`config.mk`:
```
export PLATFORM = sky130hd
export DESIGN_NAME = ps2_keyboard
export DESIGN_NICKNAME = d
export VERILOG_FILES = /design/src/rtl/ps2_keyboard.sv
export SDC_FILE = /design/constraint.sdc
export NUM_CORES = 1
export LEC_CHECK = 0
export CAP_MARGIN = 20
export CORE_MARGIN = 4
export CORE_UTILIZATION = 55
export DETAILED_ROUTE_END_ITERATION = 10
export PLACE_DENSITY = 0.74
export SETUP_SLACK_MARGIN = 0.3
export SYNTH_ARGS = -nofsm -noshare
export SYNTH_HDL_FRONTEND = slang
export SYNTH_SLANG_ARGS = --single-unit
```
`constraint.sdc`:
```
create_clock -name clk -period 3.7 [get_ports clk]
set_clock_uncertainty 0.1 [all_clocks]
set_input_delay 0.37 -clock clk [delete_from_list [all_inputs] [get_ports clk]]
set_output_delay 0.37 -clock clk [all_outputs]
set_load 0.02 [all_outputs]
```
`src/rtl/ps2_keyboard.sv`:
```
// ps2_keyboard: memory-mapped PS/2 keyboard receiver for the 6502 SoC.
// Pins are synchronised, the PS/2 clock is deglitched by a saturating
// counter, 11-bit frames are validated (odd parity, stop bit) and good
// scan codes are queued in a FIFO read through four byte registers.
// Optional build macro: PS2_TIMEOUT_EN adds a mid-frame inactivity timeout.
//
// Register handshake: a register access is a single-cycle strobe. A write
// takes effect at the clock edge ending the cycle in which we is high; a
// read returns data_out combinationally during the rd cycle and any pop
// takes effect at the edge ending that cycle. There is no ready/stall.
`timescale 1ns/1ps

module ps2_keyboard #(
    parameter int CLK_FREQ       = 25000000,
    parameter int FILTER_LEN     = 8,
    parameter int FIFO_DEPTH     = 16,
    parameter int TIMEOUT_CYCLES = 50000
) (
    input  logic       clk,
    input  logic       rst,
    input  logic       cs,
    input  logic       we,
    input  logic       rd,
    input  logic [7:0] addr,
    input  logic [7:0] data_in,
    output logic [7:0] data_out,
    input  logic       ps2_clk,
    input  logic       ps2_data,
    output logic       irq
);

    localparam int AW = $clog2(FIFO_DEPTH);
    localparam int FW = $clog2(FILTER_LEN + 1);

    // Reject parameter sets the pointer and counter arithmetic cannot handle.
    if (FIFO_DEPTH < 2 || (FIFO_DEPTH & (FIFO_DEPTH - 1)) != 0 ||
        FILTER_LEN < 1 || CLK_FREQ <= 0 || TIMEOUT_CYCLES < 2) begin : g_param_check
        $error("ps2_keyboard: unsupported parameter values");
    end

    typedef enum logic [1:0] {
        ST_IDLE   = 2'd0,
        ST_DATA   = 2'd1,
        ST_PARITY = 2'd2,
        ST_STOP   = 2'd3
    } state_t;

    state_t          state;
    state_t          state_next;

    logic            clk_s1, clk_s2, dat_s1, dat_s2;
    logic            clk_filt;
    logic [FW-1:0]   filt_cnt;
    logic            fall;

    logic [7:0]      shift_reg;
    logic [2:0]      bit_cnt;
    logic            par_bit;
    logic            parity_ok;
    logic            push, set_perr, set_ferr, timeout_hit;

    logic [7:0]      mem [FIFO_DEPTH];
    logic [AW:0]     wr_ptr, rd_ptr;
    logic            empty, full, pop, push_ok, overrun, flush;
    logic [7:0]      head;

    logic            wr_en;
    logic [1:0]      sel;
    logic [2:0]      flag_clr;
    logic            ovr, perr, ferr, ie;
    logic            unused_bits;

    assign sel         = addr[1:0];
    assign wr_en       = cs && we;
    assign unused_bits = ^{addr[7:2], data_in[7:5]};

    // Two-flop synchronisers on both pins; idle bus level is high.
    always_ff @(posedge clk) begin
        if (rst) begin
            clk_s1 <= 1'b1;
            clk_s2 <= 1'b1;
            dat_s1 <= 1'b1;
            dat_s2 <= 1'b1;
        end else begin
            clk_s1 <= ps2_clk;
            clk_s2 <= clk_s1;
            dat_s1 <= ps2_data;
            dat_s2 <= dat_s1;
        end
    end

    // Filtered clock flips only after FILTER_LEN consecutive differing samples;
    // a 1->0 flip emits a one-cycle fall pulse.
    always_ff @(posedge clk) begin
        if (rst) begin
            clk_filt <= 1'b1;
            filt_cnt <= '0;
            fall     <= 1'b0;
        end else begin
            fall <= 1'b0;
            if (clk_s2 == clk_filt) begin
                filt_cnt <= '0;
            end else if (filt_cnt == FW'(FILTER_LEN - 1)) begin
                clk_filt <= clk_s2;
                filt_cnt <= '0;
                fall     <= clk_filt;
            end else begin
                filt_cnt <= filt_cnt + 1'b1;
            end
        end
    end

`ifdef PS2_TIMEOUT_EN
    localparam int TW = $clog2(TIMEOUT_CYCLES);
    logic [TW-1:0] to_cnt;

    // Inactivity counter: runs mid-frame, restarts on every fall.
    always_ff @(posedge clk) begin
        if (rst || state == ST_IDLE || fall) begin
            to_cnt <= '0;
        end else begin
            to_cnt <= to_cnt + 1'b1;
        end
    end

    assign timeout_hit = (state != ST_IDLE) && !fall && (to_cnt == TW'(TIMEOUT_CYCLES - 1));
`else
    assign timeout_hit = 1'b0;
`endif

    // Receive FSM state register.
    always_ff @(posedge clk) begin
        if (rst) begin
            state <= ST_IDLE;
        end else begin
            state <= state_next;
        end
    end

    // Receive FSM next-state logic; a timeout abandons any frame in progress.
    always_comb begin
        state_next = state;
        case (state)
            ST_IDLE:   if (fall && !dat_s2) state_next = ST_DATA;
            ST_DATA:   if (fall && bit_cnt == 3'd7) state_next = ST_PARITY;
            ST_PARITY: if (fall) state_next = ST_STOP;
            ST_STOP:   if (fall) state_next = ST_IDLE;
            default:   state_next = ST_IDLE;
        endcase
        if (timeout_hit) begin
            state_next = ST_IDLE;
        end
    end

    // Frame datapath: LSB-first shift register, bit counter and parity bit.
    always_ff @(posedge clk) begin
        if (rst) begin
            shift_reg <= '0;
            bit_cnt   <= '0;
            par_bit   <= 1'b0;
        end else if (fall) begin
            case (state)
                ST_IDLE: begin
                    shift_reg <= '0;
                    bit_cnt   <= '0;
                end
                ST_DATA: begin
                    shift_reg <= {dat_s2, shift_reg[7:1]};
                    bit_cnt   <= bit_cnt + 1'b1;
                end
                ST_PARITY: par_bit <= dat_s2;
                default: ;
            endcase
        end
    end

    assign parity_ok = ^{shift_reg, par_bit};
    assign push      = fall && (state == ST_STOP) && dat_s2 && parity_ok;
    assign set_perr  = fall && (state == ST_STOP) && !parity_ok;
    assign set_ferr  = (fall && (state == ST_STOP) && !dat_s2) || timeout_hit;

    // FIFO bookkeeping: the extra pointer MSB separates full from empty.
    assign empty   = (wr_ptr == rd_ptr);
    assign full    = (wr_ptr[AW] != rd_ptr[AW]) && (wr_ptr[AW-1:0] == rd_ptr[AW-1:0]);
    assign pop     = cs && rd && (sel == 2'd0) && !empty;
    assign flush   = wr_en && (sel == 2'd2) && data_in[1];
    assign push_ok = push && (!full || pop) && !flush;
    assign overrun = push && full && !pop && !flush;
    assign head    = mem[rd_ptr[AW-1:0]];

    // FIFO pointers; flush overrides any push or pop in the same cycle.
    always_ff @(posedge clk) begin
        if (rst || flush) begin
            wr_ptr <= '0;
            rd_ptr <= '0;
        end else begin
            if (push_ok) wr_ptr <= wr_ptr + 1'b1;
            if (pop)     rd_ptr <= rd_ptr + 1'b1;
        end
    end

    // FIFO storage write port.
    always_ff @(posedge clk) begin
        if (push_ok) begin
            mem[wr_ptr[AW-1:0]] <= shift_reg;
        end
    end

    assign flag_clr = (wr_en && sel == 2'd1) ? data_in[4:2] : 3'b000;

    // Sticky error flags (set wins over W1C) and interrupt enable.
    always_ff @(posedge clk) begin
        if (rst) begin
            ovr  <= 1'b0;
            perr <= 1'b0;
            ferr <= 1'b0;
            ie   <= 1'b0;
        end else begin
            ovr  <= (ovr  && !flag_clr[0]) || overrun;
            perr <= (perr && !flag_clr[1]) || set_perr;
            ferr <= (ferr && !flag_clr[2]) || set_ferr;
            if (wr_en && sel == 2'd2) begin
                ie <= data_in[0];
            end
        end
    end

    // Combinational register read mux.
    always_comb begin
        data_out = 8'h00;
        case (sel)
            2'd0:    data_out = empty ? 8'h00 : head;
            2'd1:    data_out = {3'b000, ferr, perr, ovr, full, !empty};
            2'd2:    data_out = {7'b0000000, ie};
            default: data_out = 8'h00;
        endcase
    end

    assign irq = ie && !empty;

endmodule

```
==> results by stage <==
CTS:
- The CTS sink count is between 150 and 200.
- The clock tree from TritonCTS is done.
- The number of levels in the clock H-tree is 4.
- The tree is rooted in a clkbuf_16.
- Hold repair after CTS inserted 0 buffers.
- The number of buffers on the longest clock path is 2.
- The clock transition time at the flip-flop clock pins of the worst setup and hold paths is 0.06 ns.
- The total clock buffers created by CTS is 17.
- The clock reaches the later pin of the worst-skew pair after 0.42 ns.

Logic synthesis:
- Counting flops with an async set or reset pin after synthesis yields a share of 0%.
- The count of flip-flops with a built-in enable after synthesis is 128.
- The top cell type by area accounts for a little over half of the synthesized area.
- The synthesized netlist occupies a cell area of 7010 um2.
- The most frequent cell after synthesis is edfxtp_1.
- The net count after synthesis is 480.
- Synthesis produced 445 cells.
- The post-synthesis cell type with the largest combined area is edfxtp_1.
- The share of the Yosys chip area taken by registers is 66.8%.
- The unique cell type count in the Yosys netlist is 52.
- For this run, the number of Yosys warnings is 0.
- Yosys attributes the largest share of cell area to edfxtp_1 (55%), dfxtp_1 (12%), mux4_2 (11%).
- Sorting the synthesized cells by how often they occur yields edfxtp_1 (128), dfxtp_1 (42), mux4_2 (34).
- Each instance of the synthesized netlist takes up on average 15.8 um2.
- Synthesis inferred 170 register bits.
- In the synthesized netlist the dominant register cell turns out to be edfxtp_1.

Power and ir drop:
- Cell internal power was estimated by the tool at 3.01 mW.
- The sequential group share of total power is 54.9%.
- The proportion of total power due to net switching is 18.4%.
- In this run the power spent charging and discharging nets is 678 uW.
- The part of the power in combinational logic is 0.9%.
- The worst-case IR drop observed on VDD is approximately 0.32 mV.
- The clock network fraction of design power is 44.2%.
- The overall power is 3.69 mW.
- The total leakage power is 2.72 nW.
- Dividing total power by cell area gives a power density of 454 nW/um2.

Timing:
- Setup violations remaining at the end of the flow were counted as 0.
- Setup repair after global routing could not meet its margin everywhere.
- The headroom to the max-slew limit is 51.6%.
- The total count of hold-check failures in the final report came to 0.
- The final critical path takes up 90.0% of the cycle.
- The final critical path time including I/O delays and setup is 3.33 ns.
- The worst hold slack is 0.315 ns.
- The slew at the pin closest to its max-slew limit is 0.725 ns.
- For the final routed database, the setup TNS stands at 0 ns.
- The final-report max-slew violation count is 0.
- Static timing analysis puts the maximum clock frequency at 300 MHz.

Critical path:
- For this run, the slowest stage of the critical path takes 0.55 ns.
- STA puts the critical path data required time at 3.23 ns.
- The number of cell instances on the worst register-to-register path is 6.
- The nature of the critical path startpoint is a flop.
- The beginning of the worst register-to-register path is shift_reg[6].
- The setup path with the least slack is of type flop to output port.
- In this run the critical register-to-register path is captured at mem[8][3].
- The cell with the largest stage delay on the worst path is clkdlybuf4s50_1.
- The setup check on the worst reg-to-reg path leaves a slack of 0.51 ns.
- The element type at the critical path end is an output port.
- The critical path goes through buf_12 -> mux4_2 -> a22oi_1 -> and3_1 -> or3_1 -> a21oi_1 -> clkdlybuf4s50_1.
- The top cell family by delay on the critical path is buffers and inverters.
- Along the worst path, the maximum fanout reaches 13.
- Counting both buffers and inverters, the worst setup path holds a total of 2.
- Data arrives at the worst endpoint at 2.86 ns.

Detailed routing:
- Once detail routing completed, the nets flagged for antenna violations numbered 0.
- The first TritonRoute pass finished after 5 iterations.
- After detailed routing, the total wire length is about 13000 um.
- After detailed routing, the average wire length per cell comes to 19.4 um.
- In the routed layout, each cell is associated on average with a via count of 5.77.
- The iteration-0 DRC count of the detailed router is around 340.
- For this run, design rule violations remaining after detail routing come to 0.
- The routed via count is 3881.

GRT:
- The sum of overflow across all layers after global routing is 0.
- The first global-routing pass estimated 21300 um of wire.
- The total routing usage reported by global routing is 19.8%.
- Entering global routing, the biggest net connects 28 pins.
- The via count of the first global-routing pass is 4021.
- The number of antenna violations at the first check in global routing is 1.

Hold path:
- The number of stages on the worst hold path is 1.
- The class of the tightest hold or removal check is flop to flop.
- The startpoint identified for the worst hold timing path is clk_s1.
- The path with the worst hold slack has its endpoint at clk_s2.

Placed design:
- Buffers placed on the I/O ports in this run total 22.
- After legalization and detailed placement, the total HPWL measured between 8000 and 9000 um.
- At the end of routability-driven placement, the weighted congestion stood at 0.792.
- The cell count after placement is 639.

Finish:
- For this run, the post-layout net count is between 500 and 600.
- The number of flip-flops in the largest register is 128.
- The final standard cell utilization of the core is 66.3%.
- Compared with the post-synthesis result, the final layout area differs by 15.9%.
- 0 antenna diodes ended up in the layout.
- The ratio of cells with drive above 1 in the final layout is a little over a fifth.
- The post-layout instance count excluding filler cells is 673.

Floorplan:
- The core region area is 12300 um2.
- The die width is 121 um.
- The initial core utilization is 57.2%.
- The die boundary height is 121 um.
- The number of placement rows is 40.
- The area enclosed by the die boundary is 14600 um2.
- Pin placement for this block handled 32 I/O pins.

Outcome:
- The flow ran to the end, and the final reports show no timing, DRC or antenna violations.

Job:
- The number of max-capacitance violations reported is 0.
[through the flow]
stage	instance area [um2]	worst slack, ns
after floorplan	7010	0.699
after global placement	7550	0.589
after detailed placement	7550	0.521
after CTS	8110	0.306
after global routing	8130	0.219
final	8130	0.369
[cells in the final DEF, fill, tap and decap left out, types with 4 or more instances in the layout]
cell type        count
a211oi_1             5
a21oi_1             10
a22oi_1             13
and3_1               5
buf_4               27
clkbuf_16           17
clkdlybuf4s50_1     21
clkinv_2             4
dfxtp_1             39
edfxtp_1           128
ha_1                12
inv_1               13
mux2i_1              8
mux4_2              34
nand2_1             23
nand3_1              9
nand4_1              4
nor2_1              30
nor2b_1              6
nor3_1              13
o31ai_1              4
or2_2                6
or3_1                6
xnor2_1             12
[worst max-delay path by stage]
stage | to | slack, ns | cells after the start
floorplan | mem[0][0] | 0.70 | 5
global placement | data_out[0] | 0.59 | 6
detailed placement | data_out[4] | 0.52 | 7
CTS | data_out[4] | 0.31 | 7
global route | data_out[4] | 0.22 | 7
finish | data_out[4] | 0.37 | 7
[layout make-up]
| type | count | area, um2 |
|---|---|---|
| tap | 168 | 210 |
| clock buffer | 19 | 433 |
| sequential | 170 | 4690 |
| clock inverter | 10 | 105 |
| timing repair buffer | 52 | 470 |
| fill | 835 | 4130 |
| inverter | 13 | 48.8 |
| multi-input combinational | 241 | 2170 |
[timing repair]
item,in CTS,in global routing
setup buffers,2,2
gates resized for setup,1,3
hold endpoints to repair,0,0
endpoints found under the setup margin,8,7
[metal layers]
layer	global-route usage, %	vias to the layer above	wire length (um)
li1	-	1821	-
met3	6.48	24	937
met5	0	-	7
met4	8.07	2	219
met2	31.7	119	6560
met1	25.0	1915	5300
[logic make-up (layout without fill, tap and decap cells)]
kind of cell / count (synthesis) / in the layout / share of synthesized area (%)
fa+ha+maj: 12 / 12 / 2.14
buf+inv: 34 / 94 / 2.21
simple gates: 120 / 120 / 8.85
xor+xnor: 19 / 19 / 3.07
compound gates: 47 / 47 / 4.73
mux: 43 / 43 / 12.2
flops: 170 / 170 / 66.8
[power groups by stage]
stage	Sequential, mW	Clock (mW)	Combinational [mW]
after CTS	2.03	1.66	0.0347
after detailed placement	2.07	0	0.0345
after global routing	2.03	1.76	0.0380
after global placement	2.07	0	0.0335
after floorplan	2.07	0	0.0157
final	2.03	1.63	0.0345
Power figures use the tool's default switching activity.
